`config.mk`:
```
export PLATFORM = sky130hd
export DESIGN_NAME = csa_accum_sched
export DESIGN_NICKNAME = d
export VERILOG_FILES = /design/src/rtl/csa_accum_pkg.sv /design/src/rtl/rr_arbiter.sv /design/src/rtl/csa_accum_sched.sv
export SDC_FILE = /design/constraint.sdc
export NUM_CORES = 1
export LEC_CHECK = 0
export CELL_PAD_IN_SITES_DETAIL_PLACEMENT = 1
export CELL_PAD_IN_SITES_GLOBAL_PLACEMENT = 1
export CORE_ASPECT_RATIO = 1.5
export CORE_UTILIZATION = 30
export CTS_CLUSTER_SIZE = 25
export DETAILED_ROUTE_END_ITERATION = 10
export PLACE_DENSITY = 0.67
export SYNTH_ARGS = -nofsm -noshare
export SYNTH_HDL_FRONTEND = slang
export SYNTH_SLANG_ARGS = --single-unit
```
`constraint.sdc`:
```
create_clock -name i_clk -period 8.4 [get_ports i_clk]
set_clock_uncertainty 0.15 [all_clocks]
set_input_delay 1.68 -clock i_clk [delete_from_list [all_inputs] [get_ports i_clk]]
set_output_delay 1.68 -clock i_clk [all_outputs]
set_load 0.005 [all_outputs]
```
`src/rtl/csa_accum_pkg.sv`:
```
// Shared types and helpers for the carry-save accumulator scheduler.
package csa_accum_pkg;

    localparam int W_DEF     = 64;
    localparam int N_REQ_DEF = 4;
    localparam int CNT_W_DEF = 8;

    typedef enum logic [1:0] {
        IDLE,
        ACCUM,
        RESOLVE,
        DONE
    } state_e;

    // One 3:2 compression step at the default width. The result is {s_next, c_next}.
    // Callers with W < W_DEF pass zero-extended operands and keep the low W bits.
    // Because the carry is a left shift, the bit shifted out of position W is dropped by that truncation.
    function automatic logic [2*W_DEF-1:0] csa_step(input logic [W_DEF-1:0] s,
                                                    input logic [W_DEF-1:0] c,
                                                    input logic [W_DEF-1:0] op);
        logic [W_DEF-1:0] s_n;
        logic [W_DEF-1:0] c_n;
        s_n = s ^ c ^ op;
        c_n = ((s & c) | (s & op) | (c & op)) << 1;
        return {s_n, c_n};
    endfunction

endpackage

```
`src/rtl/rr_arbiter.sv`:
```
// Combinational round-robin pick: first requester at or after the pointer.
module rr_arbiter #(
    parameter int N_REQ = 4
) (
    input  logic [N_REQ-1:0]         i_req,
    input  logic [$clog2(N_REQ)-1:0] i_ptr,
    output logic [N_REQ-1:0]         o_gnt,
    output logic [$clog2(N_REQ)-1:0] o_idx,
    output logic                     o_any
);
    localparam int IDX_W = $clog2(N_REQ);

    // Scan from the farthest offset down, so the nearest requester to the pointer wins last.
    always_comb begin
        o_gnt = '0;
        o_idx = '0;
        for (int k = N_REQ - 1; k >= 0; k--) begin
            int j;
            j = (int'(i_ptr) + k) % N_REQ;
            if (i_req[IDX_W'(j)]) begin
                o_gnt             = '0;
                o_gnt[IDX_W'(j)]  = 1'b1;
                o_idx             = IDX_W'(j);
            end
        end
    end

    assign o_any = |i_req;

endmodule

```
`src/rtl/csa_accum_sched.sv`:
```
// Round-robin scheduler that shares one carry-save accumulator between N_REQ requesters.
// The flow for each grant is: clear, accumulate a burst, resolve with a single carry-propagate add, then hand off.
// Optional macro CSA_ACCUM_CHECK_EN adds a shadow binary accumulator and a sticky chk_err output.
// W must not exceed csa_accum_pkg::W_DEF, because the shared csa_step helper works at that width.
module csa_accum_sched
    import csa_accum_pkg::*;
#(
    parameter int N_REQ = N_REQ_DEF,
    parameter int W     = W_DEF,
    parameter int CNT_W = CNT_W_DEF
) (
    input  logic                     i_clk,
    input  logic                     i_reset,
    input  logic [N_REQ-1:0]         i_req,
    input  logic [N_REQ*W-1:0]       i_op_data,
    input  logic [N_REQ-1:0]         i_op_valid,
    input  logic [N_REQ-1:0]         i_op_last,
    output logic [N_REQ-1:0]         o_op_ready,
    output logic [N_REQ-1:0]         o_gnt,
    output logic [W-1:0]             o_res_data,
    output logic [$clog2(N_REQ)-1:0] o_res_id,
    output logic [CNT_W-1:0]         o_res_cnt,
    output logic                     o_res_valid,
    input  logic                     i_res_ready,
    output logic                     o_busy,
    output logic                     o_chk_err
);
    localparam int IDX_W = $clog2(N_REQ);

    state_e             r_state;
    logic [N_REQ-1:0]   r_gnt;
    logic [IDX_W-1:0]   r_id;
    logic [IDX_W-1:0]   r_ptr;
    logic [W-1:0]       r_s;
    logic [W-1:0]       r_c;
    logic [CNT_W-1:0]   r_cnt;
    logic [W-1:0]       r_res_data;
    logic [IDX_W-1:0]   r_res_id;
    logic [CNT_W-1:0]   r_res_cnt;
    logic               r_res_valid;

    logic [N_REQ-1:0]   w_arb_gnt;
    logic [IDX_W-1:0]   w_arb_idx;
    logic               w_arb_any;
    logic [W-1:0]       w_ops [N_REQ];
    logic [W-1:0]       w_op;
    logic               w_xfer;
    logic               w_last;
    logic [2*W_DEF-1:0] w_step;
    logic [IDX_W-1:0]   w_ptr_nxt;

    rr_arbiter #(.N_REQ(N_REQ)) u_arb (
        .i_req (i_req),
        .i_ptr (r_ptr),
        .o_gnt (w_arb_gnt),
        .o_idx (w_arb_idx),
        .o_any (w_arb_any)
    );

    for (genvar gi = 0; gi < N_REQ; gi++) begin : g_ops
        assign w_ops[gi] = i_op_data[gi*W +: W];
    end

    // Only the granted requester's lane matters, and only while accumulating.
    assign w_op      = w_ops[r_id];
    assign w_xfer    = (r_state == ACCUM) && i_op_valid[r_id];
    assign w_last    = i_op_last[r_id];
    assign w_step    = csa_step(W_DEF'(r_s), W_DEF'(r_c), W_DEF'(w_op));
    assign w_ptr_nxt = (r_id == IDX_W'(N_REQ - 1)) ? '0 : r_id + 1'b1;

    assign o_op_ready  = (r_state == ACCUM) ? r_gnt : '0;
    assign o_gnt       = r_gnt;
    assign o_res_data  = r_res_data;
    assign o_res_id    = r_res_id;
    assign o_res_cnt   = r_res_cnt;
    assign o_res_valid = r_res_valid;
    assign o_busy      = (r_state != IDLE);

    // Sequencing FSM: grant, accumulate until op_last, resolve, and hold the result until it is consumed.
    always_ff @(posedge i_clk or posedge i_reset) begin
        if (i_reset) begin
            r_state     <= IDLE;
            r_gnt       <= '0;
            r_id        <= '0;
            r_ptr       <= '0;
            r_s         <= '0;
            r_c         <= '0;
            r_cnt       <= '0;
            r_res_data  <= '0;
            r_res_id    <= '0;
            r_res_cnt   <= '0;
            r_res_valid <= 1'b0;
        end else begin
            case (r_state)
                IDLE: begin
                    if (w_arb_any) begin
                        r_gnt   <= w_arb_gnt;
                        r_id    <= w_arb_idx;
                        r_s     <= '0;
                        r_c     <= '0;
                        r_cnt   <= '0;
                        r_state <= ACCUM;
                    end
                end
                ACCUM: begin
                    if (w_xfer) begin
                        r_s   <= w_step[W_DEF +: W];
                        r_c   <= w_step[0 +: W];
                        r_cnt <= (&r_cnt) ? r_cnt : r_cnt + 1'b1;
                        if (w_last) r_state <= RESOLVE;
                    end
                end
                RESOLVE: begin
                    r_res_data  <= r_s + r_c;
                    r_res_id    <= r_id;
                    r_res_cnt   <= r_cnt;
                    r_res_valid <= 1'b1;
                    r_state     <= DONE;
                end
                DONE: begin
                    if (i_res_ready) begin
                        r_res_valid <= 1'b0;
                        r_gnt       <= '0;
                        r_ptr       <= w_ptr_nxt;
                        r_state     <= IDLE;
                    end
                end
                default: r_state <= IDLE;
            endcase
        end
    end

`ifdef CSA_ACCUM_CHECK_EN
    logic [W-1:0] r_shadow;
    logic         r_chk_err;

    // Plain binary running sum; the resolved carry-save value must match it.
    always_ff @(posedge i_clk or posedge i_reset) begin
        if (i_reset) begin
            r_shadow  <= '0;
            r_chk_err <= 1'b0;
        end else begin
            if (r_state == IDLE && w_arb_any) r_shadow <= '0;
            else if (w_xfer)                  r_shadow <= r_shadow + w_op;
            if (r_state == RESOLVE && W'(r_s + r_c) != r_shadow) r_chk_err <= 1'b1;
        end
    end

    a_csa_matches_shadow: assert property (@(posedge i_clk) disable iff (i_reset)
        (r_state == RESOLVE) |-> (W'(r_s + r_c) == r_shadow));

    assign o_chk_err = r_chk_err;
`else
    assign o_chk_err = 1'b0;
`endif

endmodule

```
==> impl_metrics.tcl, run 1 <==
set metrics [dict create \
    synth_cell_type_count 68 \
    ys.flop_type "dfrtp_1" \
    wire_per_inst_um 20.5 \
    slew_headroom_pct 16.3 \
    post-cts-setup-buffer-count 0 \
    clk_pin_slew_ns 0.06 \
    die_w_um 185 \
    hpwl_um 36900 \
    postCtsHoldBufs 0 \
    synth-edff-count 0 \
    path_buf_inv 2 \
    fin_nets 2040 \
    avgSynthCellArea_um2 11.3 \
    synth-seq-cells 220 \
    final_antenna_net_count 0 \
    synth.most_common_cell "dfrtp_1" \
    p_leak_nw 8.47 \
    start_util_pct 30.3 \
    synth_top_family_by_area "compound AO/OA/AOI/OAI gates" \
    critPathMaxStageDelay_ns 0.95 \
    status "finished, final reports clean" \
    finalCritPeriodShare_pct 60.4 \
    setup_violations 0 \
    synthArstFlopShare_pct 100 \
    synthCells 1324 \
    wl_um 47400 \
    syn_area_um2 15000 \
    crit_arrival_ns 5.39 \
    worstPathRequired_ns 8.72 \
    yosysTopAreaCell "dfrtp_1" \
    synthTopCellsByCount "dfrtp_1, a22o_1, a21oi_1, nand2_1, ha_1" \
    dr_total_vias 12200 \
    drive_gt1_share_pct 11.6 \
    finalMaxSlewViolations 0 \
    synthXorXnorAreaFrac_pct 3.04 \
    maxCapViolations 0 \
    crit_slowest_cell "nor4_1" \
    track_usage_pct 18.6 \
    min_path_cells 1 \
    io-pin-count 356 \
    clock_latency_ns 0.55 \
    crit_family "buffers and inverters" \
    synth_top_area_share_pct 36.7 \
    drt_pass1_iterations 4 \
    power_density_nw_per_um2 354 \
    worstSetupStartpointType "primary input" \
    hp-class "flop to flop" \
    rsz0062_at_grt "no" \
    critPathCaptureType "flop" \
    numClockSinks 220 \
    whs_ns 0.344 \
    synth-compound-area-share_pct 20.1 \
    place_congestion 0.843 \
    vias_per_cell 5.29 \
    rows 100 \
    critical_path_class "primary input to flop" \
    core_um2 49500 \
    final_cell_area_um2 19900 \
    power_mw 7.07 \
    layout_min_cycle_time_ns 5.07 \
    peakVddDrop_uv 166 \
    r2r_slack_ns 4.22 \
    holdPathEnd "o_res_data[23]$_DFFE_PP0P_" \
    cts_buffers 25 \
    grt_pass1_vias 13600 \
    cts_tree "done" \
    cp_max_fo 83 \
    clockBufferDepth 3 \
    ys_warn_count 0 \
    r2r_end "o_res_data[57]$_DFFE_PP0P_" \
    io_buffers 354 \
    synth_nets 1734 \
    place_area_um2 19100 \
    area_growth_pct 32.9 \
    tns_ns 0 \
    route.detailed.drc 0 \
    grt_max_degree 118 \
    drtIter0Drc 444 \
    cts_root_buf "clkbuf_16" \
    synth.area.top_cells "dfrtp_1, mux4_2, fa_1" \
    dieArea_um2 50900 \
    r2r-start "r_c[1]$_DFFE_PP0P_" \
    min_from "o_res_data[23]$_DFFE_PP0P_" \
    worst-slew-pin-transition_ns 1.25 \
    seq_area_frac_synth_pct 36.7 \
    synthSimpleGateAreaFrac_pct 7.73 \
    grt_pass1_wl_um 74000 \
    synthAdderAreaFrac_pct 14.8 \
    crit_top_cell "a21oi_1" \
    cts_max_level 1 \
    reg2regPathDepth 13 \
    muxShareOfSynthArea_pct 14.6 \
    grt_overflow_total 0 \
    cp_cell_sequence "clkdlybuf4s50_1 -> nor4_1 -> a21oi_1 -> o21ai_4 -> buf_4 -> nor2_1 -> a21oi_1" \
    fp.dieH_um 276 \
    timing.fmax_mhz 197 \
    cts_resized 0 \
    antenna_found_initial 0 \
    hold_viol 0 \
]
==> worst max path at each step <==
stage	cells past startpoint	slack, ns	from	to
floorplan	1	0.55	i_reset	o_gnt[0]$_DFFE_PP0P_
global placement	7	2.86	i_req[1]	r_cnt[5]$_DFFE_PP0P_
detailed placement	7	2.74	i_req[1]	r_cnt[5]$_DFFE_PP0P_
CTS	7	3.29	i_req[1]	r_cnt[5]$_DFFE_PP0P_
global route	7	2.87	i_req[1]	r_cnt[5]$_DFFE_PP0P_
finish	7	3.33	i_req[1]	r_cnt[5]$_DFFE_PP0P_
==> placed cells by master (no fill, tap or decap), types with 5 or more instances in the layout <==
cell / netlist / routed
clkbuf_16: 0 / 25
o21bai_1: 15 / 15
nor3_1: 10 / 10
o21a_1: 10 / 10
o21ai_1: 10 / 9
nand4_1: 29 / 29
mux2_2: 59 / 59
buf_4: 1 / 7
o211ai_1: 7 / 7
ha_1: 76 / 75
and3_1: 5 / 5
a31oi_1: 11 / 11
a21oi_1: 94 / 94
and2_1: 9 / 8
xor2_1: 16 / 16
nand2b_1: 7 / 7
clkinv_2: 0 / 6
a22o_1: 128 / 128
a211oi_1: 5 / 5
mux4_2: 66 / 66
dfrtp_1: 220 / 218
a21o_1: 27 / 27
clkbuf_1: 67 / 5
inv_1: 37 / 36
xnor2_1: 36 / 36
o21ai_0: 51 / 51
clkbuf_8: 0 / 6
o31a_1: 5 / 5
nand2_1: 85 / 85
nand3_1: 18 / 18
or3_1: 8 / 8
fa_1: 63 / 63
nor2_1: 52 / 52
a211o_1: 7 / 7
o311ai_1: 5 / 5
nor2b_1: 7 / 7
clkdlybuf4s50_1: 0 / 354
==> kinds of logic after synthesis <==
group / after synthesis
buffers and inverters: 119
adder cells (fa/ha/maj): 139
multiplexers: 129
AO/OA/AOI/OAI: 420
other: 1
XOR/XNOR: 52
AND/OR/NAND/NOR: 244
flip-flops: 220
==> sequential cells by signal (all words and copies together) (netlist names) <==
name and flops:
r_id 2, o_res_id 2, o_res_cnt 8, o_gnt 4, o_res_valid 1, r_ptr 2, o_res_data 64, r_state 2
r_cnt 8, r_c 63, r_s 64
==> where the power goes <==
part	switching [mW]	internal, mW	leakage (nW)
Sequential	0.498	1.50	2.89
Combinational	2.12	1.87	5.18
Clock	0.468	0.603	0.398
==> through the flow <==
stage / setup WS [ns] / util [%] / cells
global placement: 2.86 / 38.6 / 2266
CTS: 3.29 / 40.2 / 2312
floorplan: 0.549 / - / 1324
detailed placement: 2.74 / 38.6 / 2266
global route: 2.87 / 40.2 / 2312
finish: 3.33 / 40.2 / 2313
==> per-layer routing <==
| layer | routed length (um) | global-route usage [%] |
|---|---|---|
| met1 | 18000 | 20.4 |
| met2 | 26000 | 36.1 |
| met3 | 1890 | 2.22 |
| met4 | 1510 | 6.91 |
| met5 | 0 | 0 |
==> area by class of cell <==
cell class / instances / area [um2]
fill: 5411 / 29600
multi-input combinational: 985 / 9060
sequential: 220 / 5510
timing repair buffer: 361 / 3600
tap: 663 / 830
clock buffer: 36 / 727
inverter: 37 / 146
clock inverter: 10 / 65.1
antenna: 1 / 2.50
Note: power is estimated with default switching activity, not from simulation.
==> inputs of run 2 (changes only) <==
==> constraint.sdc (replaced) <==
create_clock -name i_clk -period 5.15 [get_ports i_clk]
set_clock_uncertainty 0.15 [all_clocks]
set_input_delay 1.03 -clock i_clk [delete_from_list [all_inputs] [get_ports i_clk]]
set_output_delay 1.03 -clock i_clk [all_outputs]
set_load 0.005 [all_outputs]
==> run 2 against run 1 <==
  * Power is 70% higher
  * Sequential power is 63% higher
  * Worst setup slack worse by 2.1 ns
  * First-iteration DRC count is 23% higher
  * Die area stayed put
  * Combinational power is 66% higher
  * Sequential share of layout area is 0.34 points lower
  * Critical path depth is 6 higher
  * Hold slack better by 0.0081 ns
  * Sequential cell count stayed put
  * Critical endpoint is now o_res_data[57]$_DFFE_PP0P_
  * Largest cell class unchanged
  * Highest routed layer is now met5
==> impl_metrics.tcl, run 2 (synthesis gave the netlist of run 1 again) <==
set metrics [dict create \
    cp_max_fo 5 \
    final.fill_count 5388 \
    place_congestion 0.810 \
    area_growth_pct 34.6 \
    layout_min_cycle_time_ns 3.88 \
    timing.fmax_mhz 258 \
    critical_path_class "flop to flop" \
    vias_per_cell 5.32 \
    p_leak_nw 8.57 \
    clockBufferDepth 3 \
    dr_total_vias 12300 \
    die_w_um 185 \
    wire_per_inst_um 21.0 \
    numClockSinks 220 \
    drt_pass1_iterations 6 \
    worst-slew-pin-transition_ns 1.11 \
    final_cell_area_um2 20200 \
    postCtsHoldBufs 0 \
    finalCritPeriodShare_pct 75.3 \
    status "finished, final reports clean" \
    hp-class "flop to flop" \
    wl_um 48700 \
    hold_viol 0 \
    grt_overflow_total 0 \
    rsz0062_at_grt "no" \
    maxCapViolations 0 \
    grt_pass1_vias 13600 \
    grt_pass1_wl_um 76000 \
    final_antenna_net_count 0 \
    io_buffers 354 \
    clk_pin_slew_ns 0.07 \
    cts_max_level 1 \
    fp.dieH_um 276 \
    power_density_nw_per_um2 594 \
    antenna_found_initial 1 \
    critPathCaptureType "flop" \
    clock_latency_ns 0.55 \
    utilization_pct 40.7 \
    final_cell_mix "clkdlybuf4s50_1, dfrtp_1, a22o_1" \
    start_util_pct 30.3 \
    cts_root_buf "clkbuf_16" \
    cts_resized 0 \
    n_antenna_cell 0 \
    worstPathRequired_ns 5.48 \
    drtIter0Drc 546 \
    peakVddDrop_uv 317 \
    crit_arrival_ns 4.21 \
    tns_ns 0 \
    finalMaxSlewViolations 0 \
    final_common_cell "clkdlybuf4s50_1" \
    core_um2 49500 \
    cts_buffers 26 \
    place_area_um2 19200 \
    rows 100 \
    route.detailed.drc 0 \
    worstSetupStartpointType "flop" \
    setup_violations 0 \
    drive_gt1_share_pct 12.0 \
    hpwl_um 37700 \
    io-pin-count 356 \
    post-cts-setup-buffer-count 0 \
    slew_headroom_pct 26.2 \
    grt_max_degree 97 \
    cts_tree "done" \
    track_usage_pct 19.3 \
    fin_nets 2045 \
    dieArea_um2 50900 \
]
run 2: final timing paths:
kind | to | startpoint | slack, ns | depth (start not counted)
worst max-delay path | o_res_data[57]$_DFFE_PP0P_ | r_s[1]$_DFFE_PP0P_ | 1.27 | 13
worst min-delay path | o_res_data[54]$_DFFE_PP0P_ | o_res_data[54]$_DFFE_PP0P_ | 0.35 | 2
worst max register to register | o_res_data[57]$_DFFE_PP0P_ | r_s[1]$_DFFE_PP0P_ | 1.27 | 13
worst min register to register | o_res_data[54]$_DFFE_PP0P_ | o_res_data[54]$_DFFE_PP0P_ | 0.35 | 2
max in group asynchronous | r_s[18]$_DFFE_PP0P_ | i_reset | 3.41 | 3
min in group asynchronous | r_s[43]$_DFFE_PP0P_ | i_reset | 0.63 | 2
run 2: worst max-delay path: stages (launching register included):
cell	delay (ns)
dfrtp_1	0.40
ha_1	0.22
inv_1	0.07
fa_1	0.41
nor2b_1	0.18
o2111ai_1	0.15
a21o_1	0.23
a31oi_1	0.26
o21ai_1	0.24
a211oi_2	0.42
o21ai_1	0.27
o211a_1	0.30
or3_1	0.34
a31oi_1	0.16
run 2: power breakdown:
| part | switching [mW] | leakage, nW | internal [mW] |
|---|---|---|---|
| registers | 0.820 | 2.89 | 2.45 |
| logic | 3.52 | 5.21 | 3.10 |
| clock network | 0.781 | 0.471 | 1.31 |
| total | 5.12 | 8.57 | 6.87 |
run 2: metrics by stage:
stage / cells / hold WS, ns / power, mW / setup WS (ns)
finish: 2317 / 0.353 / 12.0 / 1.27
global route: 2317 / 0.375 / 12.9 / 0.935
CTS: 2317 / 0.361 / 12.2 / 1.20
detailed placement: 2270 / 0.335 / 9.97 / 1.09
global placement: 2270 / 0.329 / 9.71 / 1.19
floorplan: 1324 / 0.326 / 7.50 / 1.10
run 2: cell type report:
class	instances	area (um2)	area share, %
flip-flops and latches	220	5510	27.3
clock inverters	13	228	1.13
well taps	663	830	4.11
clock buffers	34	742	3.68
multi-input cells	985	9060	44.9
repair buffers	365	3680	18.2
inverters	37	143	0.706
run 2: per-layer routing:
layer	routed length (um)	vias to the layer above	GRT usage, %
met1	17900	6292	20.8
li1	-	5642	-
met2	26900	297	37.3
met5	13	-	0
met4	1910	2	7.96
met3	2000	83	2.37
==> inputs of run 3 (changes only) <==
==> constraint.sdc (replaced) <==
create_clock -name i_clk -period 3.8 [get_ports i_clk]
set_clock_uncertainty 0.15 [all_clocks]
set_input_delay 0.76 -clock i_clk [delete_from_list [all_inputs] [get_ports i_clk]]
set_output_delay 0.76 -clock i_clk [all_outputs]
set_load 0.005 [all_outputs]
==> run 3 against run 2 <==
  * Final cell count rose by 0.56%
  * Count of clock-buffer cells in the layout down 1
  * Design area increased by 0.83%
  * Sequential share of layout area decreased by 0.22 points
  * Die area is the same
  * Hold slack worse by 0.0023 ns
  * Register-to-register slack lost 1.1 ns
  * Power rose by 37%
  * Worst setup slack got worse by 1.1 ns
  * Combinational power up 37%
  * Sequential power rose by 35%
  * Highest routed layer is now met4
==> impl_metrics.tcl, run 3 (synthesis gave the netlist of run 1 again) <==
set metrics [dict create \
    seqCellArea_um2 5510 \
    drt_pass1_iterations 5 \
    rsz0062_at_grt "no" \
    dp_slack_ns 0.0351 \
    worstPathRequired_ns 4.08 \
    die_w_um 185 \
    place_area_um2 19300 \
    wl_um 48500 \
    grt_pass1_wl_um 76600 \
    final_cell_area_um2 20400 \
    dieArea_um2 50900 \
    hold_viol 0 \
    cp_max_fo 3 \
    final.fill_count 5392 \
    maxCapViolations 0 \
    finalWorstSetupSlack_ns 0.209 \
    io-pin-count 356 \
    numClockSinks 220 \
    grt_overflow_total 0 \
    final_common_cell "clkdlybuf4s50_1" \
    clk_pin_slew_ns 0.06 \
    core_um2 49500 \
    multi_input_area_um2 9090 \
    start_util_pct 30.3 \
    power_density_nw_per_um2 805 \
    peakVddDrop_uv 614 \
    area_growth_pct 35.7 \
    critPathCaptureType "flop" \
    critical_path_class "flop to flop" \
    place_congestion 0.864 \
    finalCritPeriodShare_pct 94.5 \
    p_leak_nw 8.66 \
    antenna_found_initial 0 \
    cts_buffers 26 \
    finalMaxSlewViolations 0 \
    cts_tree "done" \
    track_usage_pct 19.2 \
    hp-class "flop to flop" \
    fin_nets 2057 \
    worstSetupStartpointType "flop" \
    cts_max_level 1 \
    utilization_pct 41.1 \
    vias_per_cell 5.23 \
    fp.dieH_um 276 \
    grt_pass1_vias 13700 \
    grt_max_degree 127 \
    stdcell_count 2330 \
    crit_arrival_ns 3.87 \
    hpwl_um 37800 \
    drtIter0Drc 395 \
    setup_violations 0 \
    slew_headroom_pct 49.5 \
    layout_min_cycle_time_ns 3.59 \
    cts_root_buf "clkbuf_16" \
    place_inst 2282 \
    n_antenna_cell 0 \
    tns_ns 0 \
    dr_total_vias 12200 \
    status "finished, final reports clean" \
    clock_latency_ns 0.55 \
    clockBufferDepth 3 \
    final_antenna_net_count 0 \
    io_buffers 354 \
    power_mw 16.4 \
    rows 100 \
    wire_per_inst_um 20.8 \
    drive_gt1_share_pct 13.1 \
    whs_ns 0.350 \
    final_cell_mix "clkdlybuf4s50_1, dfrtp_1, a22o_1" \
    timing.fmax_mhz 278 \
    post-cts-setup-buffer-count 0 \
    worst-slew-pin-transition_ns 0.756 \
    route.detailed.drc 0 \
]
## run 3: changes by cell type in the layout (fill, tap and decap cells not counted), moves of 2 or more
cell	delta
a31oi_1	-2
buf_12	+2
a31oi_2	+2
buf_4	+10
clkinv_2	+3
## run 3: power by group
group	internal, mW	switching [mW]	leakage, nW
registers	3.32	1.08	2.89
clock network	1.85	1.06	0.491
logic	4.28	4.80	5.28
## run 3: worst paths after layout
| kind | startpoint | to | slack, ns | cells after the start |
|---|---|---|---|---|
| max in group asynchronous | i_reset | o_res_data[57]$_DFFE_PP0P_ | 2.20 | 3 |
| max | r_c[1]$_DFFE_PP0P_ | o_res_data[43]$_DFFE_PP0P_ | 0.21 | 13 |
| min | o_res_data[23]$_DFFE_PP0P_ | o_res_data[23]$_DFFE_PP0P_ | 0.35 | 1 |
| min in group asynchronous | i_reset | r_s[43]$_DFFE_PP0P_ | 0.40 | 2 |
| min reg2reg | o_res_data[23]$_DFFE_PP0P_ | o_res_data[23]$_DFFE_PP0P_ | 0.35 | 1 |
| max reg2reg | r_c[1]$_DFFE_PP0P_ | o_res_data[43]$_DFFE_PP0P_ | 0.21 | 13 |
## run 3: final cells by class
class	count	share of cell area [%]
clock buffers	33	3.63
clock inverters	15	1.26
inverters	37	0.701
multi-input cells	985	44.6
flip-flops and latches	220	27.1
well taps	663	4.07
repair buffers	377	18.6
## run 3: worst max-delay path: stages (launching register included)
cell and delay (ns):
dfrtp_1 0.36, ha_1 0.18, inv_1 0.06, fa_1 0.39
nor2b_1 0.19, o2111ai_1 0.16, a21o_1 0.24, and2_1 0.21
a211o_1 0.33, a31oi_2 0.27, o221ai_2 0.17, o31a_1 0.37
xnor2_1 0.14, mux2_2 0.26
## run 3: timing repair
action / in CTS / in global routing
gates resized for setup: 0 / 5
hold buffers: 0 / 0
endpoints found under the setup margin: 0 / 6
## run 3: layer usage
layer	vias to the layer above	part of all wire [%]	routed length, um	global-route usage, %
met2	273	56	27100	37.6
met4	0	2.2	1050	5.22
met1	6215	38	18500	21.4
met5	-	0	0	0
li1	5655	-	-	-
met3	54	3.8	1830	2.35
==> variant 1, RTL diff (config.mk and constraints of run 2) <==
The 4 states of `state_e` get a one-hot encoding in 4 bits.
--- a/src/rtl/csa_accum_pkg.sv
+++ b/src/rtl/csa_accum_pkg.sv
@@ -5,11 +5,11 @@
     localparam int N_REQ_DEF = 4;
     localparam int CNT_W_DEF = 8;
 
-    typedef enum logic [1:0] {
-        IDLE,
-        ACCUM,
-        RESOLVE,
-        DONE
+    typedef enum logic [3:0] {
+        IDLE    = 4'b0001,
+        ACCUM   = 4'b0010,
+        RESOLVE = 4'b0100,
+        DONE    = 4'b1000
     } state_e;
 
     // One 3:2 compression step at the default width. The result is {s_next, c_next}.
Check against the original RTL: no difference found for any inputs over 4 cycles, from zero or initial values and one cycle with i_reset high; so few cycles prove little.
==> variant 1 against run 2 <==
- clock power down 11%
- area after synthesis decreased by 1.6%
- non-clock buffer count fell by 1
- total power fell by 22%
- worst setup slack gained 0.35 ns
- register-to-register slack improved by 0.38 ns
- worst hold slack got worse by 0.026 ns
- die area shrank 1.6%
- design area decreased by 2.0%
- sequential cell count increased by 2
- combinational power shrank 31%
- utilization is essentially flat
- routed wire length is 8.1% lower
==> variant 1: results (changes against run 2) <==
* Sequential power at 2.90 mW (was 3.27 mW)
* Outcome: completed (unchanged)
* Maximum number of pins on one net before global-route repair at 158 (was 97)
* Wire length on met3 at 1.74 mm (was 2.00 mm)
* Top Layer Used: met4 (was met5)
* Total detailed-routing wirelength at 44.8 mm (was 48.7 mm)
* Sequential element share of the synthesized area at 0.376 (was 0.367)
* Worst relative slew slack at 0.208 (was 0.262)
* Global placement routability congestion at 0.827 (was 0.810)
* Power density over the cells at 473 mW/mm2 (was 594 mW/mm2)
* First-pass GRT wire length at 71.1 mm (was 76.0 mm)
* Avg Inst Size Synth at 10.9 um2 (was 11.3 um2)
* Detailed-routing iteration count for the pre-antenna-repair pass at 4 (was 6)
* Clock network latency to the later pin of the worst-skew pair at 0.53 ns (was 0.55 ns)
* Final nets at 2067 (was 2045)
* Top cells by instance count after synthesis: dfrtp_1 (221), nand2_1 (155), a22o_1 (130), o21ai_0 (89), a21oi_1 (74) (was dfrtp_1 (220), a22o_1 (128), a21oi_1 (94), nand2_1 (85), ha_1 (76))
* Violation count after the first detailed-route iteration at 501 (was 546)
* Half-perimeter wire length of the detailed placement result at 34.8 mm (was 37.7 mm)
* Origin of the critical flop-to-flop path: r_c[1]$_DFFE_PP0P_ (was r_s[1]$_DFFE_PP0P_)
* Clock network power share at 0.199 (was 0.175)
* Synthesized netlist net count at 1759 (was 1734)
* Endpoint with the worst hold slack: o_res_data[29]$_DFFE_PP0P_ (was o_res_data[54]$_DFFE_PP0P_)
* Vias in the first global route at 13200 (was 13600)
* Fraction of final layout cells with drive strength greater than 1 at 0.0935 (was 0.120)
* Worst Path Arrival at 2.35 ns (was 4.21 ns)
* Overall global routing resource usage at 0.178 (was 0.193)
* Number of distinct library cell variants in the gate-level netlist after synthesis at 74 (was 68)
==> variant 1: logic make-up after synthesis <==
| kind of cell | synth area share |
|---|---|
| and+or+nand+nor | 0.0934 |
| buffers and inverters | 0.0308 |
| other | 0.000254 |
| DFF | 0.376 |
| muxes | 0.106 |
| xor gates and xnor gates | 0.0392 |
| adders and majority gates | 0.146 |
| AOI/OAI and AO/OA | 0.207 |
==> variant 1: cell type report <==
type | count | area, um2
clock buffers | 38 | 764
fillers | 5371 | 28800
flip-flops and latches | 222 | 5560
multi-input cells | 1016 | 8770
clock inverters | 7 | 93.8
inverters | 32 | 124
well taps | 656 | 821
repair buffers | 364 | 3640
==> variant 1: layer usage <==
metal / global-route usage / up-vias
met5: 0 / -
met4: 0.0579 / 0
met3: 0.0198 / 56
met2: 0.341 / 256
met1: 0.204 / 6130
li1: - / 5640
==> variant 1: worst max path at each step <==
stage                           start                         end  slack [ns]
6_report       r_state[3]$_DFFE_PP0P_               o_op_ready[2]        1.62
5_1_grt            r_c[1]$_DFFE_PP0P_  o_res_data[63]$_DFFE_PP0P_        1.37
4_1_cts        r_state[3]$_DFFE_PP0P_               o_op_ready[2]        1.53
3_5_place_dp                 i_req[0]        o_gnt[3]$_DFFE_PP0P_        1.25
3_3_place_gp                 i_req[1]         r_s[63]$_DFFE_PP0P_        1.28
2_1_floorplan                 i_reset        o_gnt[0]$_DFFE_PP0P_        1.07
==> variant 1: stage by stage <==
stage	hold WS (ns)	setup WS (ns)
global route	0.340	1.37
detailed placement	0.317	1.25
global placement	0.312	1.28
CTS	0.333	1.53
finish	0.327	1.62
floorplan	0.313	1.07
==> variant 1: worst max-delay path, cell delays in order, from the launching register on <==
cell             delay (ns)
dfrtp_1                0.43
nand2b_1               0.19
nor3_2                 0.49
and2_1                 0.22
clkdlybuf4s50_1        0.50
==> variant 2, RTL diff (settings of run 2) <==
Made on the original files. The package constant `N_REQ_DEF` goes from 4 to 8.
--- a/src/rtl/csa_accum_pkg.sv
+++ b/src/rtl/csa_accum_pkg.sv
@@ -2,7 +2,7 @@
 package csa_accum_pkg;
 
     localparam int W_DEF     = 64;
-    localparam int N_REQ_DEF = 4;
+    localparam int N_REQ_DEF = 8;
     localparam int CNT_W_DEF = 8;
 
     typedef enum logic [1:0] {
Interface: changed (7 resized); port bits go from 356 to 633. No check against the original RTL was run, so the function may have changed too.
==> variant 2 against run 2 <==
- critical path type unchanged
- the run now ends with design-rule violations left
- design area rose by 33%
- count of clock-buffer cells in the layout is 1 lower
- sequential cell count grew 7
- die area is 26% higher
- critical path depth fell by 3
- critical endpoint is now o_res_data[52]$_DFFE_PP0P_
- total power up 6.1%
- worst setup slack worse by 0.097 ns
- area after synthesis is 26% higher
- largest cell class unchanged
- sequential power down 8.9%
- routed wire length rose by 44%
==> variant 2: results (changes against run 2) <==
* Mux contribution to synthesized area at 0.244 (was 0.146)
* Leakage power summed over all cells at 10.8 nW (was 8.57 nW)
* Top cells by instance count after synthesis: nand2_1 (355), dfrtp_1 (227), o21ai_0 (195), mux4_2 (140), mux2_2 (123) (was dfrtp_1 (220), a22o_1 (128), a21oi_1 (94), nand2_1 (85), ha_1 (76))
* Number of distinct library cell variants in the gate-level netlist after synthesis at 70 (was 68)
* Number of filler instances in the final layout at 6933 (was 5388)
* Failing checks: design-rule violations
* Compound-gate portion of the synthesized area at 0.143 (was 0.201)
* Post-cts gate resize count at 0 (unchanged)
* Final nets at 3114 (was 2045)
* Number of warnings issued by yosys at 0 (unchanged)
* Slowest cell on the critical path: a21oi_1 (was a211oi_2)
* Async set or reset register ratio after synthesis at 1.00 (unchanged)
* Global placement routability congestion at 0.874 (was 0.810)
* Half-perimeter wire length of the detailed placement result at 55.9 mm (was 37.7 mm)
* Clock Tree Buf Depth at 3 (unchanged)
* Most used flip-flop cell after synthesis: dfrtp_1 (unchanged)
* Sequential element share of the synthesized area at 0.300 (was 0.367)
* Synthesized-area fraction occupied by adder cells at 0.118 (was 0.148)
* Share of the synthesized netlist area taken by xor and xnor gates at 0.0245 (was 0.0304)
* Worst Path Arrival at 4.27 ns (was 4.21 ns)
* Number of port buffers at 631 (was 354)
* Number of antenna cells inserted at 0 (unchanged)
* Root buffer selected by CTS: clkbuf_16 (unchanged)
* Per-cell routed wire length at 21.5 um (was 21.0 um)
* Number of buffers created by CTS at 27 (was 26)
* Delay of the slowest cell on the worst path at 0.58 ns (was 0.42 ns)
* Synth area leaders: dfrtp_1 (30%), mux4_2 (17%), mux2_2 (7.3%) (was dfrtp_1 (37%), mux4_2 (9.9%), fa_1 (8.4%))
* Violation count after the first detailed-route iteration at 689 (was 546)
* CP Max Fanout at 5 (unchanged)
* Vias in the first global route at 19100 (was 13600)
* Depth of the CTS H-tree at 1 (unchanged)
* Final number of max-transition violations at 0 (unchanged)
* Post-place setup slack at 1.02 ns (was 1.09 ns)
* Worst min-delay path class: flop to flop (unchanged)
* Fraction of final layout cells with drive strength greater than 1 at 0.138 (was 0.120)
* Routed vias at 17200 (was 12300)
* First-pass GRT wire length at 110 mm (was 76.0 mm)
* Clock input transition at the sequential cells of the worst setup and hold paths at 0.07 ns (about the same)
* Clock network latency to the later pin of the worst-skew pair at 0.56 ns
* Maximum number of pins on one net before global-route repair at 141 (was 97)
* Overall global routing resource usage at 0.216 (was 0.193)
* DRC errors left at 44 (was 0)
* Worst vdd ir at 0.323 mV (was 0.317 mV)
* Detailed-routing iteration count for the pre-antenna-repair pass at 7 (was 6)
* Synthesized netlist net count at 2568 (was 1734)
* Measured slew at the worst slew-check pin at 0.992 ns (was 1.11 ns)
* Outcome: complete, but fails checks (was completed)
* Antenna violations before repair at 0 (was 1)
* Total placed instance area at 0.0260 mm2 (was 0.0192 mm2)
* Number of buffers inserted to repair setup after CTS at 0 (unchanged)
## variant 2: stage by stage
stage / utilization / hold WS [ns] / instances
2_1_floorplan: - / 0.322 / 1889
3_3_place_gp: 0.417 / 0.329 / 3204
3_5_place_dp: 0.417 / 0.323 / 3204
4_1_cts: 0.431 / 0.341 / 3252
5_1_grt: 0.431 / 0.371 / 3252
6_report: 0.431 / 0.342 / 3252
## variant 2: where the power goes
| group | switching [mW] | internal, mW | total (mW) | leakage [nW] |
|---|---|---|---|---|
| Combinational | 4.11 | 3.69 | 7.80 | 7.36 |
| Sequential | 0.668 | 2.31 | 2.98 | 3.06 |
| Clock | 0.842 | 1.09 | 1.94 | 0.417 |
| Total | 5.62 | 7.10 | 12.7 | 10.8 |
## variant 2: critical path: cells and delay by family, from the launching register on
kind,cells,cell delay [ns]
DFF,1,0.42
xor gates and xnor gates,1,0.23
adders and majority gates,1,0.38
AOI/OAI and AO/OA,6,1.89
and+or+nand+nor,1,0.50
muxes,1,0.28
## variant 2: path summary, 6_finish.rpt
check,startpoint,to,slack (ns),cells after the start
worst max-delay path,r_s[10]$_DFFE_PP0P_,o_res_data[52]$_DFFE_PP0P_,1.17,10
min in group asynchronous,i_reset,r_c[44]$_DFFE_PP0P_,0.85,2
max in group asynchronous,i_reset,r_cnt[3]$_DFFE_PP0P_,2.85,3
worst min-delay path,o_res_data[51]$_DFFE_PP0P_,o_res_data[51]$_DFFE_PP0P_,0.34,2
worst max register to register,r_s[10]$_DFFE_PP0P_,o_res_data[52]$_DFFE_PP0P_,1.17,10
worst min register to register,o_res_data[51]$_DFFE_PP0P_,o_res_data[51]$_DFFE_PP0P_,0.34,2
## variant 2: area by class of cell
class / count / share of cell area
flip-flops and latches: 227 / 0.212
clock buffers: 33 / 0.0267
clock inverters: 15 / 0.00545
well taps: 798 / 0.0372
repair buffers: 648 / 0.243
multi-input cells: 1501 / 0.471
inverters: 30 / 0.00433
## variant 2: layer usage
metal | global-route usage | vias to the layer above | part of all wire
met5 | 0 | - | 0
met4 | 0.0573 | 0 | 0.025
met3 | 0.0319 | 75 | 0.048
met2 | 0.425 | 498 | 0.55
met1 | 0.240 | 8617 | 0.38
li1 | - | 8030 | -
## variant 2: logic make-up (layout without fill, tap and decap cells)
kind of cell    count (synthesis)  after routing
fa+ha+maj                     140            140
buf+inv                       161            726
mux                           272            272
simple gates                  588            588
other cells                     1              1
flops                         227            227
compound gates                447            447
xor+xnor                       53             53
